## config.mk

```make
export PLATFORM = sky130hd
export DESIGN_NAME = tinyml_source_common_tdpram_port_arbiter_flat
export DESIGN_NICKNAME = d
export VERILOG_FILES = /design/src/rtl/tinyml_source_common_tdpram_port_arbiter_pkg.sv /design/src/rtl/tinyml_source_common_tdpram_port_arbiter_if.sv /design/src/rtl/tinyml_source_common_rr_picker.sv /design/src/rtl/tinyml_source_common_tdpram_port_arbiter.sv /design/src/flat_wrapper.sv
export SDC_FILE = /design/constraint.sdc
export NUM_CORES = 1
export LEC_CHECK = 0
export CORE_MARGIN = 1.5
export CORE_UTILIZATION = 46
export CTS_CLUSTER_DIAMETER = 60
export DETAILED_ROUTE_END_ITERATION = 12
export GPL_TIMING_DRIVEN = 0
export PLACE_DENSITY = 0.95
export SYNTH_ARGS = -nofsm -noshare
export SYNTH_HDL_FRONTEND = slang
export SYNTH_SLANG_ARGS = --single-unit
```

## constraint.sdc

```tcl
create_clock -name clk -period 6 [get_ports clk]
set_input_delay 1.2 -clock clk [delete_from_list [all_inputs] [get_ports clk]]
set_output_delay 1.2 -clock clk [all_outputs]
set_load 0.01 [all_outputs]
```

## src/rtl/tinyml_source_common_tdpram_port_arbiter_pkg.sv

```systemverilog
// Shared types and helpers for the TDP RAM port arbiter: read-latency encodings,
// requester ID type, response pipeline tag, lock state and one-hot/ID conversions.
package tinyml_source_common_tdpram_port_arbiter_pkg;

  localparam int RD_LAT_NO_OUTREG = 1;
  localparam int RD_LAT_OUTREG    = 2;

  // IDs are sized for the largest supported requester count so every instance shares one tag layout
  localparam int MAX_REQ = 8;
  localparam int ID_W    = $clog2(MAX_REQ);

  typedef logic [ID_W-1:0] req_id_t;

  typedef struct packed {
    logic    valid;
    req_id_t id;
  } rsp_tag_t;

  typedef enum logic {
    LOCK_IDLE,
    LOCK_HELD
  } lock_state_t;

  function automatic req_id_t ohToId(input logic [MAX_REQ-1:0] oh);
    req_id_t id;
    id = '0;
    for (int i = 0; i < MAX_REQ; i++) begin
      if (oh[i]) id = id | req_id_t'(i);
    end
    return id;
  endfunction

  function automatic logic [MAX_REQ-1:0] idToOh(input req_id_t id);
    logic [MAX_REQ-1:0] oh;
    oh     = '0;
    oh[id] = 1'b1;
    return oh;
  endfunction

endpackage

```

## src/rtl/tinyml_source_common_tdpram_port_arbiter_if.sv

```systemverilog
// Requester-side bus of the TDP RAM port arbiter: packed per-client requests,
// one-hot grants and tagged read responses.
interface tinyml_source_common_tdpram_port_arbiter_if #(
  parameter int NUM_REQ    = 4,
  parameter int DATA_WIDTH = 8,
  parameter int ADDR_WIDTH = 9
);
  logic [NUM_REQ-1:0]            req_valid;
  logic [NUM_REQ-1:0]            req_we;
  logic [NUM_REQ-1:0]            req_lock;
  logic [NUM_REQ*ADDR_WIDTH-1:0] req_addr;
  logic [NUM_REQ*DATA_WIDTH-1:0] req_din;
  logic [NUM_REQ-1:0]            req_ready;
  logic [NUM_REQ-1:0]            rsp_valid;
  logic [DATA_WIDTH-1:0]         rsp_dout;

  modport master (
    output req_valid, req_we, req_lock, req_addr, req_din,
    input  req_ready, rsp_valid, rsp_dout
  );

  modport slave (
    input  req_valid, req_we, req_lock, req_addr, req_din,
    output req_ready, rsp_valid, rsp_dout
  );
endinterface

```

## src/rtl/tinyml_source_common_rr_picker.sv

```systemverilog
// Rotating-priority picker: grants the first set request found scanning upward
// from the pointer, wrapping from NUM_REQ-1 back to 0.
module tinyml_source_common_rr_picker
  import tinyml_source_common_tdpram_port_arbiter_pkg::*;
#(
  parameter int NUM_REQ = 4
) (
  input  logic [NUM_REQ-1:0] req_i,
  input  req_id_t            ptr_i,
  output logic [NUM_REQ-1:0] grant_o,
  output req_id_t            grant_id_o,
  output logic               any_o
);

  logic       found;
  logic [3:0] slot;

  // ptr_i and the offset are both below NUM_REQ, so a single subtraction wraps the slot
  always_comb begin
    grant_o = '0;
    found   = 1'b0;
    slot    = '0;
    for (int i = 0; i < NUM_REQ; i++) begin
      slot = {1'b0, ptr_i} + 4'(i);
      if (slot >= 4'(NUM_REQ)) slot = slot - 4'(NUM_REQ);
      for (int j = 0; j < NUM_REQ; j++) begin
        if (!found && (slot == 4'(j)) && req_i[j]) begin
          grant_o[j] = 1'b1;
          found      = 1'b1;
        end
      end
    end
  end

  assign grant_id_o = ohToId(MAX_REQ'(grant_o));
  assign any_o      = |req_i;

endmodule

```

## src/rtl/tinyml_source_common_tdpram_port_arbiter.sv

```systemverilog
// Round-robin arbiter sharing one TDP RAM port between NUM_REQ clients, with tagged read responses.
// Optional burst lock enabled by defining TINYML_TDPRAM_ARB_BURST_LOCK_EN.
module tinyml_source_common_tdpram_port_arbiter
  import tinyml_source_common_tdpram_port_arbiter_pkg::*;
#(
  parameter int NUM_REQ    = 4,
  parameter int DATA_WIDTH = 8,
  parameter int ADDR_WIDTH = 9,
  parameter int RD_LATENCY = RD_LAT_NO_OUTREG,
  parameter int MAX_LOCK   = 16
) (
  input  logic                  clk,
  input  logic                  rst,
  tinyml_source_common_tdpram_port_arbiter_if.slave bus,
  output logic                  ram_we,
  output logic [ADDR_WIDTH-1:0] ram_addr,
  output logic [DATA_WIDTH-1:0] ram_din,
  input  logic [DATA_WIDTH-1:0] ram_dout
);

  logic [NUM_REQ-1:0]    grant;
  req_id_t               grantId;
  req_id_t               nextId;
  logic                  anyReq;
  logic                  accept;
  logic                  winWe;
  logic [ADDR_WIDTH-1:0] winAddr;
  logic [DATA_WIDTH-1:0] winDin;
  req_id_t               ptr_q, ptr_d;
  logic [ADDR_WIDTH-1:0] addrHold_q;
  logic [DATA_WIDTH-1:0] dinHold_q;
  rsp_tag_t              pipe_q [RD_LATENCY];
  rsp_tag_t              newTag;
  rsp_tag_t              outTag;
  logic [MAX_REQ-1:0]    rspOh;

  tinyml_source_common_rr_picker #(
    .NUM_REQ (NUM_REQ)
  ) u_picker (
    .req_i      (bus.req_valid),
    .ptr_i      (ptr_q),
    .grant_o    (grant),
    .grant_id_o (grantId),
    .any_o      (anyReq)
  );

  assign accept = anyReq & ~rst;
  assign winWe  = |(grant & bus.req_we);
  assign nextId = (grantId == req_id_t'(NUM_REQ - 1)) ? '0 : grantId + req_id_t'(1);

  always_comb begin
    winAddr = '0;
    winDin  = '0;
    for (int j = 0; j < NUM_REQ; j++) begin
      if (grant[j]) begin
        winAddr = bus.req_addr[j*ADDR_WIDTH +: ADDR_WIDTH];
        winDin  = bus.req_din[j*DATA_WIDTH +: DATA_WIDTH];
      end
    end
  end

`ifdef TINYML_TDPRAM_ARB_BURST_LOCK_EN
  localparam int LOCK_W = $clog2(MAX_LOCK + 1);

  lock_state_t       lockState_q, lockState_d;
  req_id_t           lockId_q, lockId_d;
  logic [LOCK_W-1:0] lockCnt_q, lockCnt_d;
  logic [LOCK_W-1:0] beats;
  logic              winLock;

  assign winLock = |(grant & bus.req_lock);

  // A locked winner keeps the pointer on itself until it has taken MAX_LOCK consecutive beats
  always_comb begin
    ptr_d       = ptr_q;
    lockState_d = LOCK_IDLE;
    lockId_d    = lockId_q;
    lockCnt_d   = '0;
    beats       = '0;
    if (accept) begin
      ptr_d = nextId;
      if (winLock) begin
        beats = ((lockState_q == LOCK_HELD) && (lockId_q == grantId)) ?
                lockCnt_q + LOCK_W'(1) : LOCK_W'(1);
        if (beats < LOCK_W'(MAX_LOCK)) begin
          ptr_d       = grantId;
          lockState_d = LOCK_HELD;
          lockId_d    = grantId;
          lockCnt_d   = beats;
        end
      end
    end
  end

  always_ff @(posedge clk) begin
    if (rst) begin
      lockState_q <= LOCK_IDLE;
      lockId_q    <= '0;
      lockCnt_q   <= '0;
    end else begin
      lockState_q <= lockState_d;
      lockId_q    <= lockId_d;
      lockCnt_q   <= lockCnt_d;
    end
  end
`else
  logic unused_lock;

  assign unused_lock = ^{bus.req_lock, MAX_LOCK[0]};

  always_comb begin
    ptr_d = ptr_q;
    if (accept) ptr_d = nextId;
  end
`endif

  always_ff @(posedge clk) begin
    if (rst) begin
      ptr_q      <= '0;
      addrHold_q <= '0;
      dinHold_q  <= '0;
    end else begin
      ptr_q      <= ptr_d;
      addrHold_q <= ram_addr;
      dinHold_q  <= ram_din;
    end
  end

  // Read tags travel alongside the RAM read so responses line up with ram_dout
  assign newTag = '{valid: accept & ~winWe, id: grantId};

  always_ff @(posedge clk) begin
    if (rst) begin
      for (int k = 0; k < RD_LATENCY; k++) pipe_q[k] <= '0;
    end else begin
      pipe_q[0] <= newTag;
      for (int k = 1; k < RD_LATENCY; k++) pipe_q[k] <= pipe_q[k-1];
    end
  end

  assign outTag = pipe_q[RD_LATENCY-1];
  assign rspOh  = idToOh(outTag.id);

  always_comb begin
    bus.req_ready = rst ? '0 : grant;
    bus.rsp_valid = (outTag.valid && !rst) ? rspOh[NUM_REQ-1:0] : '0;
    bus.rsp_dout  = ram_dout;
    ram_we        = accept & winWe;
    ram_addr      = accept ? winAddr : addrHold_q;
    ram_din       = accept ? winDin  : dinHold_q;
  end

endmodule

```

## src/flat_wrapper.sv

```systemverilog
// flat-port wrapper written by rule: the top's interface ports become plain ports
module tinyml_source_common_tdpram_port_arbiter_flat import tinyml_source_common_tdpram_port_arbiter_pkg::*;
#(
  parameter int NUM_REQ    = 4,
  parameter int DATA_WIDTH = 8,
  parameter int ADDR_WIDTH = 9,
  parameter int RD_LATENCY = RD_LAT_NO_OUTREG,
  parameter int MAX_LOCK   = 16
)
  (clk, rst, ram_we, ram_addr, ram_din, ram_dout, bus_req_valid, bus_req_we, bus_req_lock, bus_req_addr, bus_req_din, bus_req_ready, bus_rsp_valid, bus_rsp_dout);
  tinyml_source_common_tdpram_port_arbiter_if #(.NUM_REQ(NUM_REQ), .DATA_WIDTH(DATA_WIDTH), .ADDR_WIDTH(ADDR_WIDTH)) bus_i ();
  input  logic clk;
  input  logic rst;
  output logic ram_we;
  output logic [ADDR_WIDTH-1:0] ram_addr;
  output logic [DATA_WIDTH-1:0] ram_din;
  input  logic [DATA_WIDTH-1:0] ram_dout;
  input wire logic [$bits(bus_i.req_valid)-1:0] bus_req_valid;
  input wire logic [$bits(bus_i.req_we)-1:0] bus_req_we;
  input wire logic [$bits(bus_i.req_lock)-1:0] bus_req_lock;
  input wire logic [$bits(bus_i.req_addr)-1:0] bus_req_addr;
  input wire logic [$bits(bus_i.req_din)-1:0] bus_req_din;
  output wire logic [$bits(bus_i.req_ready)-1:0] bus_req_ready;
  output wire logic [$bits(bus_i.rsp_valid)-1:0] bus_rsp_valid;
  output wire logic [$bits(bus_i.rsp_dout)-1:0] bus_rsp_dout;
  assign bus_i.req_valid = bus_req_valid;
  assign bus_i.req_we = bus_req_we;
  assign bus_i.req_lock = bus_req_lock;
  assign bus_i.req_addr = bus_req_addr;
  assign bus_i.req_din = bus_req_din;
  assign bus_req_ready = bus_i.req_ready;
  assign bus_rsp_valid = bus_i.rsp_valid;
  assign bus_rsp_dout = bus_i.rsp_dout;
  tinyml_source_common_tdpram_port_arbiter #(.NUM_REQ(NUM_REQ), .DATA_WIDTH(DATA_WIDTH), .ADDR_WIDTH(ADDR_WIDTH), .RD_LATENCY(RD_LATENCY), .MAX_LOCK(MAX_LOCK)) u_core (.clk(clk), .rst(rst), .bus(bus_i), .ram_we(ram_we), .ram_addr(ram_addr), .ram_din(ram_din), .ram_dout(ram_dout));
endmodule
```

# Yosys cells after proc, flatten, opt, wreduce, memory -nomap -nowiden
# Memory sizes are Yosys's and may differ from the RTL's.
# Index checks and enable logic that the tools add are counted.
# classes
n_lt_le_gt_ge,6
bitwise_logic,6
muxes,57
reduce_logical,56
n_addsub,8
n_eq_ne,13
# op_table
op,n
2-to-1 mux 9 bit,5
2-to-1 mux 8 bit,5
2-to-1 mux 1 bit,36
logical AND 1 bit,33
== test 4 x 2 -> 1 bit (second input constant),8
2-to-1 mux 4 bit,6
== test 4 x 1 -> 1 bit (second input constant),4
zero test 1 bit,16
zero test 4 bit,4
>= comparator 4 x 3 -> 1 bit (second input constant),3
subtractor 4 x 3 -> 4 bit (second input constant),3
adder 3 x 2 -> 4 bit (second input constant),2
OR reduction 4 bit,2
2-to-1 mux 3 bit,2
adder 3 x 1 -> 4 bit (second input constant),1
AND 4 bit,1
< comparator 3 x 4 -> 1 bit (second input constant),1
2-to-1 mux 2 bit,2
subtractor 3 x 3 -> 4 bit (second input constant),1
adder 2 x 1 -> 3 bit (second input constant),1
AND 1 bit,3
demux 1 bit (select 3 bit),1
>= comparator 3 x 1 -> 1 bit (second input constant),1
>= comparator 3 bit (second input constant),1
3 further kinds,4
# word_totals
memories,1
inputBits,90
elab_cells,150
mem_bits_rw,3
output_inout_bits,34
register_bits,20
# memory_table
memory,words,width,read_ports,rd_ports_with_merged_regs,write_ports,line_no,source
u_core.pipe_q,1,3,1,0,1,tinyml_source_common_tdpram_port_arbiter.sv:32,rsp_tag_t pipe_q [RD_LATENCY];

# Logic depth before layout (Yosys ltp)
# Gate-level depths: netlist of the first run.
# depth
depth_word,70
mapped_depth,11
ltp_nobuf,8

# Hierarchy
# Synthesis of the first run repeated with hierarchy kept, for this count alone.
# unflattened
hier_cells,245
hier_area_um2,1998.2
# by_module_without_submodules
mod,n_inst,cells_each,area_each_um2,seq_area_each_um2
tinyml_source_common_tdpram_port_arbiter,1,184,1601.5,480.5
tinyml_source_common_rr_picker,1,61,396.6,0.0

# Worst setup path before layout of the first run
# OpenSTA, ideal clock, no wires.
# synth_timing
path_kind,in2out
start,input port bus_req_valid[0]
end,output port ram_din[1]
setup_slack_ns,2.226
path_buffers,3
path_stages,6
t_arrival_ns,2.574
path_cell_list,buf_4 -> nor4_1 -> nor2_1 -> clkbuf_1 -> buf_2 -> a221oi_1
# synth_between
elab_chain_len,64
word_cells_on_any_way,83
# synth_lines
item,line_no,source
from (decl),flat_wrapper.sv:18,input wire logic [$bits(bus_i.req_valid)-1:0] bus_req_valid;
logical AND 1 bit,tinyml_source_common_rr_picker.sv:27,if (!found && (slot == 4'(j)) && req_i[j]) begin
2-to-1 mux 1 bit,tinyml_source_common_rr_picker.sv:27,
zero test 1 bit,tinyml_source_common_rr_picker.sv:27,
logical AND 1 bit (2 in a row),tinyml_source_common_rr_picker.sv:27,
2-to-1 mux 1 bit,tinyml_source_common_rr_picker.sv:27,
zero test 1 bit,tinyml_source_common_rr_picker.sv:27,
logical AND 1 bit (2 in a row),tinyml_source_common_rr_picker.sv:27,
2-to-1 mux 1 bit,tinyml_source_common_rr_picker.sv:27,
[44 not listed],--,
zero test 1 bit,tinyml_source_common_rr_picker.sv:27,
logical AND 1 bit (2 in a row),tinyml_source_common_rr_picker.sv:27,
2-to-1 mux 1 bit,tinyml_source_common_rr_picker.sv:27,
zero test 1 bit,tinyml_source_common_rr_picker.sv:27,
logical AND 1 bit (2 in a row),tinyml_source_common_rr_picker.sv:27,
2-to-1 mux 1 bit,tinyml_source_common_rr_picker.sv:27,
2-to-1 mux 8 bit,tinyml_source_common_tdpram_port_arbiter.sv:55,if (grant[j]) begin
2-to-1 mux 8 bit *,tinyml_source_common_tdpram_port_arbiter.sv:150,ram_din = accept ? winDin : dinHold_q;
to (decl),flat_wrapper.sv:16,output logic [DATA_WIDTH-1:0] ram_din;
# Every way passes the cells marked *; elsewhere a longest branch is shown, timed or not.

# Worst setup path in the final report of the first run
# layout_timing
start,input port bus_req_valid[2]
end,output port ram_din[1]
# layout_between
elab_chain_len,56
word_cells_on_any_way,74
# layout_lines
item,line_no
logical AND 1 bit,tinyml_source_common_rr_picker.sv:27
2-to-1 mux 1 bit,tinyml_source_common_rr_picker.sv:27
zero test 1 bit,tinyml_source_common_rr_picker.sv:27
logical AND 1 bit (2 in a row),tinyml_source_common_rr_picker.sv:27
2-to-1 mux 1 bit,tinyml_source_common_rr_picker.sv:27
zero test 1 bit,tinyml_source_common_rr_picker.sv:27
logical AND 1 bit (2 in a row),tinyml_source_common_rr_picker.sv:27
2-to-1 mux 1 bit,tinyml_source_common_rr_picker.sv:27
[36 not listed],--
zero test 1 bit,tinyml_source_common_rr_picker.sv:27
logical AND 1 bit (2 in a row),tinyml_source_common_rr_picker.sv:27
2-to-1 mux 1 bit,tinyml_source_common_rr_picker.sv:27
zero test 1 bit,tinyml_source_common_rr_picker.sv:27
logical AND 1 bit (2 in a row),tinyml_source_common_rr_picker.sv:27
2-to-1 mux 1 bit,tinyml_source_common_rr_picker.sv:27
2-to-1 mux 8 bit,tinyml_source_common_tdpram_port_arbiter.sv:55
2-to-1 mux 8 bit *,tinyml_source_common_tdpram_port_arbiter.sv:150
# Marked as above.

==> flow_summary.ini, run 1 <==
[pwr]
ir_drop_mv = 0.167
combPwrFrac_pct = 55.2
cell_internal_pwr_mw = 0.451
clkPwrFrac_pct = 19.7
power_leakage_nw = 1.45
p_seq_share_pct = 25.1
p_switching_mw = 0.259
p_per_area_nw_per_um2 = 178
p_sw_share_pct = 36.5
total_power_mw = 0.709

[grt]
grt_overflow = 0
grt_pass1_vias = 3208
antenna_found_initial = 0
grt_max_degree = 14
grt_pass1_wl_um = 15500
grt_usage_pct = 30.0

[timing]
maxSlewHeadroom_pct = 58.5
tns_ns = 0
post-route-min-period_ns = 5.10
setup_violations = 0
worstMarginPinSlew_ns = 0.617
skew_ns = 0.00771
rsz0062_at_grt = no
drv_slew = 0
hold_violations = 0
fin_crit_sh_pct = 85.0
whs_ns = 0.563
fmaxAchievable_mhz = 196

[routing]
viasPerCell = 6.36
drt_iter0_markers = 396
postRouteAntennaNets = 0
drc_errors = 0
vias = 3467
first_pass_iters = 5
post_drt_wl_per_cell_um = 18.3
drt-total-wl_um = 9990

[clocking]
clkSinkCount = 22
clockBufferDepth = 2
clkLatencyLatePin_ns = 0.26
post_cts_buffers = 0
root_buffer = clkbuf_8
clkSlewWorstSetupHoldPaths_ns = 0.09
numCtsBuffers = 3
cts_tree = built
cts-resized-gates = 0
htree_levels = 1
hold_buffers = 0

[synth]
synth_common_cells = o22ai_1 (51), inv_1 (37), nand2_1 (25)
synthesis.area_um2 = 2730
synth_top_area_share_pct = 16.1
yosysSeqAreaShare_pct = 16.1
synth_cells = 359
synth_cell_types = 50
synth-edff-count = 0
syn_avg_cell_area_um2 = 7.62
async_flop_share_pct = 0
synthTopCellsByArea = dfxtp_1 (16%), o22ai_1 (12%), o32ai_2 (7.7%), nand4b_1 (5.4%), a2bb2oi_1 (5.1%)
yosys_most_used_dff = dfxtp_1
ys_warn_count = 0
synth_top_cell_by_area = dfxtp_1
ys_ff_latch = 22
synth_most_common_cell = o22ai_1

[worst_hold_path]
hold_depth = 2
min_from = u_core.dinHold_q[1]
hp-class = reg2reg
hold_end = u_core.dinHold_q[1]

[floorplanning]
rows = 27
start_util_pct = 48.8
pin_count = 124
die_area_um2 = 6410
core_um2 = 5610
dieWidth_um = 80.1
die_y_um = 80.1

[cells_and_area]
fin_nets = 566
drive_above_1_share_pct = 16.1
diodes = 0
syn2layout_area_growth_pct = 45.9

[critical_path]
crit_path_end_kind = output port
critPathSlowestCell = clkdlybuf4s50_1
r2r_end = u_core.addrHold_q[0]
slowest_delay_ns = 0.60
crit_chain = clkdlybuf4s50_1, nor4_1, nor2_1, clkbuf_1, buf_2, a221oi_1, clkdlybuf4s50_1
worst-path-max-fanout = 10
regToRegSetupSlack_ns = 3.47
rr_startpoint = u_core.ptr_q[0]
worst_path_most_repeated_cell = clkdlybuf4s50_1
arrival_ns = 3.90
required_ns = 4.80
path_class = in2out
ff2ff_path_depth = 10
cp-start-kind = input port

[outcome]
run_status = finished clean

[placed_design]
gp_congestion = 0.896
dp_hpwl_um = 7580
port-buffer-count = 109

[job]
maxCapViolations = 0
-- registers in the layout, indices dropped and copies added (netlist names) --
name               count
u_core.addrHold_q      9
u_core.dinHold_q       8
u_core.pipe_q          3
u_core.ptr_q           2
-- routing by layer --
layer	up-vias	track usage, %	wire length [µm]
met4	0	7.07	133
met2	260	50.3	4740
met3	16	3.52	1080
met1	1609	40.8	4040
met5	-	0	0
li1	1582	-	-
-- worst max-delay path by stage --
stage,startpoint,endpoint,slack (ns)
final,bus_req_valid[2],ram_din[1],0.90
after global routing,bus_req_valid[2],ram_din[1],0.75
after CTS,bus_req_valid[2],ram_din[1],0.88
after detailed placement,bus_req_valid[2],ram_addr[0],0.91
after global placement,bus_req_valid[2],ram_din[1],0.97
after floorplan,bus_req_valid[0],ram_din[1],2.23
-- critical path, delay by kind of cell --
| kind | cells | cell delay, ns |
|---|---|---|
| simple gates | 2 | 0.67 |
| compound gates | 1 | 0.32 |
| buf+inv | 4 | 1.69 |
-- cells in the final DEF (no fill, tap or decap), drive strengths merged, types with 2 or more instances in the layout --
master,count
clkbuf,14
a221oi,2
o21ai,17
nand2,25
nor2,16
a211oi,16
o22ai,51
nor3b,2
buf,37
a2bb2oi,16
nand2b,5
nand4b,17
nor2b,4
conb,2
nor4bb,2
a21oi,21
inv,38
nor3,19
nor4b,2
o32ai,17
ha,2
dfxtp,22
a32oi,2
clkdlybuf4s50,109
-- power by group through the flow --
| stage | clock network [mW] | logic (mW) | registers, mW |
|---|---|---|---|
| global route | 0.147 | 0.416 | 0.179 |
| finish | 0.140 | 0.392 | 0.178 |
| CTS | 0.139 | 0.384 | 0.177 |
| global placement | 0 | 0.372 | 0.178 |
| floorplan | 0 | 0.222 | 0.177 |
| detailed placement | 0 | 0.382 | 0.180 |
-- stage by stage --
| stage | cell area, µm² | setup WS (ns) | cells | util (%) |
|---|---|---|---|---|
| detailed placement | 3920 | 0.913 | 541 | 69.9 |
| floorplan | 2740 | 2.23 | 360 | - |
| CTS | 3990 | 0.880 | 545 | 71.2 |
| global route | 3990 | 0.748 | 545 | 71.2 |
| global placement | 3920 | 0.969 | 541 | 69.9 |
| finish | 3990 | 0.900 | 545 | 71.2 |
-- cell type report --
type / count / area, µm²
Buffer: 48 / 299
Timing Repair Buffer: 109 / 1090
Clock inverter: 1 / 30.0
Clock buffer: 3 / 41.3
Tap cell: 72 / 90.1
Fill cell: 470 / 1620
Sequential cell: 22 / 440
Inverter: 38 / 143
Multi-Input combinational cell: 252 / 1860
-- kinds of logic (layout without fill, tap and decap cells) --
group | count (synthesis) | count (layout) | share of synthesized area, %
compound gates | 150 | 150 | 43.4
simple gates | 98 | 98 | 23.2
buf+inv | 86 | 199 | 16.2
flops | 22 | 22 | 16.1
fa+ha+maj | 2 | 2 | 0.915
other cells | 1 | 2 | 0.137
Power figures use the tool's default switching activity.
==> run 2: changes to the inputs <==
--- a/config.mk
+++ b/config.mk
@@ -6,11 +6,11 @@
 export NUM_CORES = 1
 export LEC_CHECK = 0
 export CORE_MARGIN = 1.5
-export CORE_UTILIZATION = 46
+export CORE_UTILIZATION = 39
 export CTS_CLUSTER_DIAMETER = 60
 export DETAILED_ROUTE_END_ITERATION = 12
 export GPL_TIMING_DRIVEN = 0
-export PLACE_DENSITY = 0.95
+export PLACE_DENSITY = 0.89
 export SYNTH_ARGS = -nofsm -noshare
 export SYNTH_HDL_FRONTEND = slang
 export SYNTH_SLANG_ARGS = --single-unit
==> constraint.sdc (replaced) <==
create_clock -name clk -period 4.2 [get_ports clk]
set_input_delay 0.84 -clock clk [delete_from_list [all_inputs] [get_ports clk]]
set_output_delay 0.84 -clock clk [all_outputs]
set_load 0.01 [all_outputs]
==> run 2 against run 1 <==
  * Register-to-register slack worse by 1.8 ns
  * Sequential power is 43% higher
  * Largest power group unchanged
  * Clock power is 46% higher
  * Sequential cell count stayed put
  * Largest cell class unchanged
  * Final cell count is 4.6% higher
  * Power is 46% higher
==> flow_summary.ini, run 2 (same netlist as run 1, synthesis figures left out) <==
[timing]
fmaxAchievable_mhz = 246
fin_crit_sh_pct = 96.8
drv_slew = 0
post-route-min-period_ns = 4.06
setup_slack_ns = 0.136
tns_ns = 0
maxSlewHeadroom_pct = 57.7
worstMarginPinSlew_ns = 0.633
hold_violations = 0
skew_ns = 0.00820
whs_ns = 0.568
rsz0062_at_grt = no
setup_violations = 0

[clocking]
clkSlewWorstSetupHoldPaths_ns = 0.08
hold_buffers = 0
clockBufferDepth = 2
numCtsBuffers = 3
clkSinkCount = 22
clkLatencyLatePin_ns = 0.27
cts_tree = built
htree_levels = 1
root_buffer = clkbuf_8

[cells_and_area]
syn2layout_area_growth_pct = 50.2
largest_register_ffs = 9
top_regs = u_core.addrHold_q x9, u_core.dinHold_q x8, u_core.pipe_q x3
layout_commonest_cell = clkdlybuf4s50_1
drive_above_1_share_pct = 18.6
diodes = 0
regMostFlops = u_core.addrHold_q
postLayoutCoreUtil_pct = 60.4
final_cell_mix = clkdlybuf4s50_1 (107), o22ai_1 (51), inv_1 (37)
fin_nets = 567
design_area_um2 = 4110
layoutNonFillerInstCount = 570

[grt]
antenna_found_initial = 0
grt_max_degree = 14
grt_usage_pct = 26.1
grt_overflow = 0
grt_pass1_vias = 3264
grt_pass1_wl_um = 15900

[floorplanning]
core_um2 = 6790
die_area_um2 = 7520
start_util_pct = 40.2
pin_count = 124
rows = 30
dieWidth_um = 86.7
die_y_um = 86.7

[pwr]
total_power_mw = 1.04
p_per_area_nw_per_um2 = 253
power_leakage_nw = 1.48
ir_drop_mv = 0.213

[routing]
post_drt_wl_per_cell_um = 18.2
vias = 3468
viasPerCell = 6.08
first_pass_iters = 5
postRouteAntennaNets = 0
drc_errors = 0
drt_iter0_markers = 287
drt-total-wl_um = 10400

[outcome]
run_status = finished clean

[critical_path]
cp-start-kind = input port
required_ns = 3.36
crit_chain = dlygate4sd2_1, nand2b_2, a32oi_2, buf_6, buf_6, nor3_2, o32ai_2, o21ai_1, clkdlybuf4s50_1
cp_top_family = buffers and inverters
rr_startpoint = u_core.ptr_q[0]
path_class = in2out
crit_path_end_kind = output port
slowest_delay_ns = 0.49
crit_buf_inv = 4
crit_start = bus_req_valid[2]
worst_path_most_repeated_cell = buf_6
worst-path-max-fanout = 10
arrival_ns = 3.22
critPathSlowestCell = clkdlybuf4s50_1

[worst_hold_path]
hp-class = reg2reg
min_from = u_core.dinHold_q[1]

[placed_design]
port-buffer-count = 109
gp_congestion = 0.867
dp_hpwl_um = 7560
dp_worst_setup_slack_ns = -0.230
place_area_um2 = 3950
place_inst = 565

[job]
maxCapViolations = 0
==> run 2: cell types whose count changed in the layout (fill, tap and decap cells not counted), sizes merged <==
cell	delta
clkbuf	+1
clkdlybuf4s50	-2
dlygate4sd2	+1
dlymetal6s2s	+1
==> run 2: power by group <==
| group | internal [mW] | total [mW] | switching, mW | leakage [nW] |
|---|---|---|---|---|
| combinational | 0.288 | 0.579 | 0.291 | 1.27 |
| sequential | 0.237 | 0.254 | 0.0176 | 0.183 |
| clock | 0.128 | 0.204 | 0.0768 | 0.0357 |
| total | 0.653 | 1.04 | 0.385 | 1.48 |
==> run 2: final timing paths <==
path,slack (ns),endpoint,depth (start not counted)
hold / removal,0.57,u_core.dinHold_q[1],2
setup / recovery,0.14,ram_addr[8],9
hold reg to reg,0.57,u_core.dinHold_q[1],2
setup reg to reg,1.71,u_core.dinHold_q[3],9
==> run 2: layout make-up <==
type	count	area [µm²]
Sequential cell	22	440
Fill cell	562	2690
Timing Repair Buffer	110	1100
Clock buffer	3	41.3
Buffer	48	304
Tap cell	96	120
Inverter	38	143
Multi-Input combinational cell	252	1930
Clock inverter	1	30.0
==> run 2: worst reg2reg max path, stage by stage (launching register included) <==
cell	delay [ns]
dfxtp_1	0.38
buf_4	0.20
nor2_1	0.08
ha_1	0.23
nor2_1	0.09
nor3_1	0.06
o2111a_1	0.31
nor2_1	0.51
buf_2	0.38
a211oi_1	0.13
==> run 2: metal layers <==
| metal | vias to the layer above | track usage [%] | routed length (µm) |
|---|---|---|---|
| met5 | - | 0 | 0 |
| met2 | 267 | 43.3 | 4870 |
| li1 | 1587 | - | - |
| met3 | 25 | 4.57 | 1200 |
| met1 | 1589 | 35.0 | 4170 |
| met4 | 0 | 6.74 | 154 |
==> run 2: repair_timing <==
action                     in CTS  in global routing
setup endpoints to repair      17                 17
pin swaps                       0                  1
setup buffers                   0                  1
resized for setup               6                 12
==> run 3: changes to the inputs <==
--- a/config.mk
+++ b/config.mk
@@ -6,11 +6,11 @@
 export NUM_CORES = 1
 export LEC_CHECK = 0
 export CORE_MARGIN = 1.5
-export CORE_UTILIZATION = 39
+export CORE_UTILIZATION = 43
 export CTS_CLUSTER_DIAMETER = 60
 export DETAILED_ROUTE_END_ITERATION = 12
 export GPL_TIMING_DRIVEN = 0
-export PLACE_DENSITY = 0.89
+export PLACE_DENSITY = 0.93
 export SYNTH_ARGS = -nofsm -noshare
 export SYNTH_HDL_FRONTEND = slang
 export SYNTH_SLANG_ARGS = --single-unit
==> constraint.sdc (replaced) <==
create_clock -name clk -period 3.8 [get_ports clk]
set_input_delay 0.76 -clock clk [delete_from_list [all_inputs] [get_ports clk]]
set_output_delay 0.76 -clock clk [all_outputs]
set_load 0.01 [all_outputs]
==> run 3 against run 2 <==
  * Clock power is 9% higher
  * Highest routed layer unchanged
  * Design area hardly changed
  * Combinational power rose by 9.8%
  * Largest power group unchanged
  * Final cell count shrank 3.7%
  * Utilization rose by 7.8 points
  * Critical path type is now reg2out
  * Sequential share of layout area hardly changed
  * Wire length fell by 0.15%
  * Hold slack got worse by 0.0030 ns
  * Register-to-register slack worse by 0.35 ns
  * Sequential cell count did not move
  * Critical path depth grew 2
  * Non-clock buffer count is the same
==> flow_summary.ini, run 3 (same netlist as run 1, synthesis figures left out) <==
[cells_and_area]
layout_commonest_cell = clkdlybuf4s50_1
fin_nets = 567
drive_above_1_share_pct = 19.4
final_cell_mix = clkdlybuf4s50_1 (96), o22ai_1 (51), inv_1 (37)
design_area_um2 = 4110
layoutNonFillerInstCount = 549
top_regs = u_core.addrHold_q x9, u_core.dinHold_q x8, u_core.pipe_q x3
syn2layout_area_growth_pct = 50.3
largest_register_ffs = 9
diodes = 0
regMostFlops = u_core.addrHold_q

[critical_path]
worst-path-max-fanout = 10
cp_top_family = buffers and inverters
cp-start-kind = flop
critPathSlowestCell = clkdlybuf4s50_1
crit_buf_inv = 4
path_class = reg2out
arrival_ns = 2.99
required_ns = 3.04
slowest_delay_ns = 0.50
worst_path_most_repeated_cell = buf_6
crit_path_end_kind = output port
rr_startpoint = u_core.ptr_q[0]
crit_start = u_core.ptr_q[0]
crit_chain = buf_6, nor2_2, inv_1, ha_1, or3b_1, or2_0, o22a_1, buf_6, o32ai_2, o21ai_0, clkdlybuf4s50_1

[grt]
grt_max_degree = 14
grt_usage_pct = 29.0
antenna_found_initial = 0
grt_pass1_wl_um = 15300
grt_pass1_vias = 3172
grt_overflow = 0
grt-busiest-layer = met2
use_met1_pct = 38.1
met2_usage_pct = 49.0
grt_use_met3_pct = 3.41

[timing]
maxSlewHeadroom_pct = 53.6
worstMarginPinSlew_ns = 0.693
fmaxAchievable_mhz = 266
drv_slew = 0
skew_ns = 0.00702
setup_violations = 0
rsz0062_at_grt = yes
fin_crit_sh_pct = 98.8
post-route-min-period_ns = 3.75
whs_ns = 0.565
hold_violations = 0

[clocking]
htree_levels = 1
clkSinkCount = 22
clkSlewWorstSetupHoldPaths_ns = 0.08
clockBufferDepth = 2
cts_tree = built
hold_buffers = 0
root_buffer = clkbuf_8
clkLatencyLatePin_ns = 0.27
numCtsBuffers = 3

[worst_hold_path]
min_from = u_core.dinHold_q[1]
hp-class = reg2reg

[outcome]
run_status = finished clean

[pwr]
p_per_area_nw_per_um2 = 278
power_leakage_nw = 1.59
total_power_mw = 1.14
ir_drop_mv = 0.196

[routing]
first_pass_iters = 5
postRouteAntennaNets = 0
drt-total-wl_um = 10400
vias = 3459
drt_iter0_markers = 296
post_drt_wl_per_cell_um = 18.9
drc_errors = 0
viasPerCell = 6.30

[floorplanning]
die_area_um2 = 6850
rows = 28
pin_count = 124
core_um2 = 6030
dieWidth_um = 82.7
die_y_um = 82.7
start_util_pct = 45.4

[placed_design]
place_area_um2 = 3920
gp_congestion = 0.880
dp_hpwl_um = 7540
place_inst = 544
port-buffer-count = 109

[job]
maxCapViolations = 0
[run 3: final cells by class]
class	instances	area [µm²]
Clock buffer	3	41.3
Inverter	38	143
Clock inverter	1	30.0
Fill cell	491	1920
Sequential cell	22	442
Timing Repair Buffer	111	1110
Multi-Input combinational cell	252	1940
Tap cell	75	93.8
Buffer	47	313
[run 3: report_power, final]
group	switching (mW)	leakage (nW)	internal, mW
combinational	0.321	1.37	0.315
sequential	0.0199	0.183	0.262
clock	0.0822	0.0357	0.141
[run 3: metal layers]
| metal | wire length (µm) | part of all wire, % |
|---|---|---|
| met2 | 5000 | 48 |
| met1 | 4090 | 39 |
| met4 | 153 | 1.5 |
| met5 | 0 | 0 |
| met3 | 1140 | 11 |
[run 3: final timing paths]
kind / to / slack (ns) / cells past startpoint
setup / recovery: ram_din[6] / 0.05 / 11
hold reg to reg: u_core.dinHold_q[1] / 0.57 / 2
setup reg to reg: u_core.dinHold_q[6] / 1.36 / 9
hold / removal: u_core.dinHold_q[1] / 0.57 / 2
[run 3: tightest hold or removal path: cells and delay by family (launching register included)]
family,cells,cell delay (ns)
DFF,1,0.32
and+or+nand+nor,1,0.13
AOI/OAI and AO/OA,1,0.06
[run 3: metrics by stage]
step,utilization (%),setup slack (ns),TNS [ns]
finish,68.2,0.0464,0
global route,68.2,-0.0288,-0.0685
CTS,67.6,0.00152,0
detailed placement,65.1,-0.418,-5.15
global placement,65.1,-0.408,-4.39
floorplan,-,0.906,0
[run 3: repair_timing]
item	in CTS	in global routing
setup endpoints to repair	20	16
pin swaps	1	2
resized for setup	20	17
buffers inserted	2	0
==> edit 1 (flow settings as in run 3) <==
`DATA_WIDTH` is set to 8 in 3 places; all go to 12.
--- a/src/rtl/tinyml_source_common_tdpram_port_arbiter_if.sv
+++ b/src/rtl/tinyml_source_common_tdpram_port_arbiter_if.sv
@@ -2,7 +2,7 @@
 // one-hot grants and tagged read responses.
 interface tinyml_source_common_tdpram_port_arbiter_if #(
   parameter int NUM_REQ    = 4,
-  parameter int DATA_WIDTH = 8,
+  parameter int DATA_WIDTH = 12,
   parameter int ADDR_WIDTH = 9
 );
   logic [NUM_REQ-1:0]            req_valid;
--- a/src/rtl/tinyml_source_common_tdpram_port_arbiter.sv
+++ b/src/rtl/tinyml_source_common_tdpram_port_arbiter.sv
@@ -4,7 +4,7 @@
   import tinyml_source_common_tdpram_port_arbiter_pkg::*;
 #(
   parameter int NUM_REQ    = 4,
-  parameter int DATA_WIDTH = 8,
+  parameter int DATA_WIDTH = 12,
   parameter int ADDR_WIDTH = 9,
   parameter int RD_LATENCY = RD_LAT_NO_OUTREG,
   parameter int MAX_LOCK   = 16
--- a/src/flat_wrapper.sv
+++ b/src/flat_wrapper.sv
@@ -2,7 +2,7 @@
 module tinyml_source_common_tdpram_port_arbiter_flat import tinyml_source_common_tdpram_port_arbiter_pkg::*;
 #(
   parameter int NUM_REQ    = 4,
-  parameter int DATA_WIDTH = 8,
+  parameter int DATA_WIDTH = 12,
   parameter int ADDR_WIDTH = 9,
   parameter int RD_LATENCY = RD_LAT_NO_OUTREG,
   parameter int MAX_LOCK   = 16
Ports: changed (resized bus_req_din, bus_rsp_dout, ram_din and ram_dout); port bits go from 124 to 152. No check against the original RTL was run, so the function may have changed too.
==> edit 1 against run 3 <==
Die area down 4.0%. Largest cell class unchanged. Clock power is 17% lower. Sequential power rose by 16%. Power down 7.8%. Via count grew 6.5%. Final cell count grew 10%. Area after synthesis shrank 4.1%. Maximum frequency grew 2.7%. First-iteration DRC count rose by 6.1%. Final area grew 6.2%. Wire length fell by 1.9%. Worst hold slack got worse by 0.075 ns. Worst setup slack improved by 0.098 ns. Sequential cell count rose by 4. Largest power group unchanged.
==> edit 1: results (changes against run 3) <==
| Metric | Value |
|---|---|
| CP startpoint | u_core.ptr_q[1]$_SDFFE_PP0P_ (was u_core.ptr_q[0]$_SDFFE_PP0P_) |
| Crit-path slowest cell | o311ai_2 (was clkdlybuf4s50_1) |
| Worst Max-Slew Pin Slew | 0.512 ns (was 0.693 ns) |
| CP max stage delay | 0.35 ns (was 0.50 ns) |
| Top cells by count, synth | nand2_1, a22oi_1, o21ai_0 (was o22ai_1, inv_1, nand2_1) |
| First-pass GRT wire length | 14700 um (was 15300 um) |
| Fmax | 274 MHz (was 266 MHz) |
| Arrival @ worst endpoint | 2.90 ns (was 2.99 ns) |
| WHS | 0.491 ns (was 0.565 ns) |
| Largest regs | u_core.dinHold_q: 12 flops, u_core.addrHold_q: 9 flops, u_core.pipe_q: 3 flops (was u_core.addrHold_q: 9 flops, u_core.dinHold_q: 8 flops, u_core.pipe_q: 3 flops) |
| Worst vdd ir | 181 uV (was 196 uV) |
| Cell Area, Placed | 4050 um^2 (was 3920 um^2) |
| Largest net degree at the start of global routing | 15 (was 14) |
| Hold_sp | u_core.dinHold_q[5]$_SDFF_PP0_ (was u_core.dinHold_q[1]$_SDFF_PP0_) |
| Total routing usage reported by global routing | 28.3% (was 29.0%) |
| Layout cells sized above 1 | 14.7% (was 19.4%) |
| Hpwl dp | 7490 um (was 7540 um) |
| Mean Syn Cell Area | 6.72 um^2 (was 7.62 um^2) |
| Filler cells | 454 (was 491) |
| Clk_skew | 0.0104 ns (was 0.00702 ns) |
| Placer Congestion | 0.936 (was 0.880) |
| Non-Filler Instances | 606 (was 549) |
| Layout Nets | 644 (was 567) |
| Cell variety after synth | 43 (was 50) |
| Synth Area in Adders | 0.955% (was 0.915%) |
| Critical path destination | ram_din[11] (was ram_din[6]) |
| Sequential power | 0.000327 W (was 0.000282 W) |
| Hold Path End | u_core.dinHold_q[5]$_SDFF_PP0_ (was u_core.dinHold_q[1]$_SDFF_PP0_) |
| Vias per cell | 6.08 (was 6.30) |
| FF-to-FF End | u_core.dinHold_q[1]$_SDFF_PP0_ (was u_core.dinHold_q[6]$_SDFF_PP0_) |
| Internal Power | 0.000675 W (was 0.000718 W) |
| Biggest register | u_core.dinHold_q (was u_core.addrHold_q) |
| WL met2 | 4990 um (was 5000 um) |
| Sequential fraction of design power | 31.0% (was 24.7%) |
| DRT iter0 DRCs | 314 (was 296) |
| Clock-pin slew on the worst setup and hold paths | 0.10 ns (was 0.08 ns) |
| Vias in the first global route | 3157 (was 3172) |
| M2 GR Usage | 48.7% (was 49.0%) |
| Placed insts | 599 (was 544) |
| Status | finished clean (unchanged) |
| Complex-gate fraction of the synthesized area | 35.7% (was 43.4%) |
| Comb group | 0.000541 W (was 0.000636 W) |
| R2R depth | 10 (was 9) |
| Routed len/inst | 16.8 um (was 18.9 um) |
| Leakage power | 1.92 nW (was 1.59 nW) |
| WL met1 | 3990 um (was 4090 um) |
## edit 1: cell types whose count changed in the layout (fill, tap and decap cells not counted), moves of 14 or more
cell and change:
nor2b_1 +20, o21ai_0 +35, o311ai_2 +17, nand4b_1 -17, o22ai_1 -51, nand3_1 +22, o32ai_2 -16, inv_1 -33
a211oi_1 -14, nand2_1 +45, a2bb2oi_1 -16, a22oi_1 +42, nand4_1 +21
## edit 1: cell type report
class	count	area (um^2)	area share [%]
plain buffers	53	307	7.02
clock buffers	4	55.1	1.26
inverters	4	15.0	0.344
multi-input cells	308	1980	45.5
flip-flops and latches	26	522	12.0
well taps	75	93.8	2.15
repair buffers	136	1390	31.8
## edit 1: what timing repair did
action / in CTS / in global routing
buffers inserted: 1 / 2
hold endpoints to repair: 0 / 0
setup endpoints to repair: 23 / 18
resized for setup: 41 / 22
pin swaps: 1 / 1
==> edit 2 (settings of run 3) <==
Made on the original files. Take the reset off `addrHold_q` and load it in a clocked block of its own.
--- a/src/rtl/tinyml_source_common_tdpram_port_arbiter.sv
+++ b/src/rtl/tinyml_source_common_tdpram_port_arbiter.sv
@@ -117,13 +117,15 @@
   always_ff @(posedge clk) begin
     if (rst) begin
       ptr_q      <= '0;
-      addrHold_q <= '0;
       dinHold_q  <= '0;
     end else begin
       ptr_q      <= ptr_d;
-      addrHold_q <= ram_addr;
       dinHold_q  <= ram_din;
     end
+  end
+
+  always_ff @(posedge clk) begin
+    addrHold_q <= ram_addr;
   end
 
   // Read tags travel alongside the RAM read so responses line up with ram_dout
Formal check against the unedited RTL: differs if rst is asserted again (counterexample within 4 cycles, from zero or initial values and one cycle with rst high); with rst held inactive, the same outputs for 10 cycles.
==> edit 2 against run 3 <==
Power fell by 20%. Final area decreased by 26%. Core utilization up 7.6 points. Via count decreased by 31%. First-iteration DRC count is 36% lower. Wire length decreased by 37%. Largest cell class is now buffers. Sequential cell count is the same. Die area shrank 33%. Area after synthesis decreased by 34%. Final cell count shrank 28%. Critical path type is now in2out. Synthesized cell count fell by 36%. Worst setup slack better by 0.042 ns.
==> edit 2: results (changes against run 3) <==
| Metric | Value |
|---|---|
| Worst vdd ir | 217 uV (was 196 uV) |
| Non-Filler Instances | 396 (was 549) |
| Port-buffer cells | 108 (was 109) |
| Clk_skew | 0.00149 ns (was 0.00702 ns) |
| Vias per cell | 6.01 (was 6.30) |
| Cell variety after synth | 44 (was 50) |
| Filler cells | 298 (was 491) |
| Synth Instances | 228 (was 359) |
| Status | finished clean (unchanged) |
| Worst Max-Slew Pin Slew | 0.655 ns (was 0.693 ns) |
| Hpwl dp | 4950 um (was 7540 um) |
| Top cells by count, synth | nor2_1, a21oi_1, dfxtp_1 (was o22ai_1, inv_1, nand2_1) |
| Layout cells sized above 1 | 17.3% (was 19.4%) |
| RR Startpoint | u_core.ptr_q[1]$_SDFFE_PP0P_ (was u_core.ptr_q[0]$_SDFFE_PP0P_) |
| DRT Wirelength | 6560 um (was 10400 um) |
| Clock-pin slew on the worst setup and hold paths | 0.08 ns (about the same) |
| Complex-gate fraction of the synthesized area | 34.3% (was 43.4%) |
| Cell Area, Placed | 2940 um^2 (was 3920 um^2) |
| DRT iter0 DRCs | 189 (was 296) |
| Leakage power | 1.25 nW (was 1.59 nW) |
| WHS | 0.495 ns (was 0.565 ns) |
| Total routing usage reported by global routing | 28.4% (was 29.0%) |
| CTS Buf Count | 3 (unchanged) |
| CP max stage delay | 0.41 ns (was 0.50 ns) |
| Core region area | 4000 um^2 (was 6030 um^2) |
| Layout Nets | 439 (was 567) |
| Hold_sp | u_core.addrHold_q[7]$_DFF_P_ (was u_core.dinHold_q[1]$_SDFF_PP0_) |
| Placed insts | 387 (was 544) |
| Synth Area in Adders | 1.40% (was 0.915%) |
| Top area cells in the synthesized netlist | dfxtp_1, nor2_1, a22oi_1 (was dfxtp_1, o22ai_1, o32ai_2) |
| Hold Path End | u_core.addrHold_q[7]$_DFF_P_ (was u_core.dinHold_q[1]$_SDFF_PP0_) |
| First-pass GRT wire length | 9990 um (was 15300 um) |
| R2R depth | 12 (was 9) |
edit 2: changes by cell type after synthesis, moves of 11 or more:
cell	run 3	this run
o22ai_1	51	0
inv_1	37	2
nor2_1	16	40
nand2_1	25	7
a22oi_1	0	17
nand4b_1	17	0
a2bb2oi_1	16	0
o32ai_2	13	0
o21ai_1	12	0
nor3_2	12	1
edit 2: worst max-delay path by stage:
stage	startpoint	end
4_1_cts	bus_req_valid[1]	bus_req_ready[0]
3_5_place_dp	bus_req_valid[1]	ram_addr[6]
2_1_floorplan	bus_req_valid[0]	ram_din[0]
5_1_grt	bus_req_valid[2]	ram_addr[2]
3_3_place_gp	bus_req_valid[1]	ram_addr[5]
6_report	bus_req_valid[2]	ram_addr[2]
edit 2: cell type report:
| type | count | area (um^2) | share of cell area, % |
|---|---|---|---|
| plain buffers | 32 | 264 | 8.70 |
| repair buffers | 113 | 1070 | 35.3 |
| clock buffers | 3 | 41.3 | 1.36 |
| multi-input cells | 173 | 1120 | 36.8 |
| well taps | 50 | 62.6 | 2.06 |
| clock inverters | 1 | 30.0 | 0.990 |
| inverters | 2 | 7.51 | 0.247 |
| flip-flops and latches | 22 | 440 | 14.5 |
edit 2: per-layer routing:
metal / up-vias / wire length (um) / track usage (%)
met3: 17 / 631 / 5.67
met5: - / 0 / 0
li1: 1098 / - / -
met2: 156 / 3370 / 51.5
met1: 1109 / 2440 / 33.5
met4: 0 / 131 / 8.16
edit 2: through the flow:
stage / worst slack [ns] / TNS [ns] / power (W) / utilization (%)
5_1_grt: -0.0379 / -0.0574 / 0.000961 / 75.9
3_5_place_dp: -0.269 / -3.85 / 0.000704 / 73.5
2_1_floorplan: 0.834 / 0 / 0.000492 / -
6_report: 0.0882 / 0 / 0.000914 / 75.9
3_3_place_gp: -0.302 / -3.71 / 0.000694 / 73.5
4_1_cts: 0.000854 / 0 / 0.000902 / 75.1
edit 2: power breakdown:
part	total [W]	internal, W	switching (W)
clock network	0.000221	0.000141	0.0000801
registers	0.000280	0.000265	0.0000147
logic	0.000413	0.000217	0.000197
edit 2: logic make-up (layout without fill, tap and decap cells):
kind of cell             Yosys count  after routing
buffers and inverters             34            151
flip-flops                        22             22
other                              1              2
AND/OR/NAND/NOR                   87             87
AO/OA/AOI/OAI                     82             82
adder cells (fa/ha/maj)            2              2
edit 2: tightest hold or removal path: stages, from the launching register on:
cell and delay (ns):
dfxtp_1 0.31, nor2_1 0.09, a21oi_1 0.05
edit 2: timing repair:
item / CTS / global route
pin swaps: 4 / 5
setup buffers: 1 / 4
gates cloned: 0 / 0
resized for setup: 21 / 34
endpoints found under the setup margin: 19 / 21
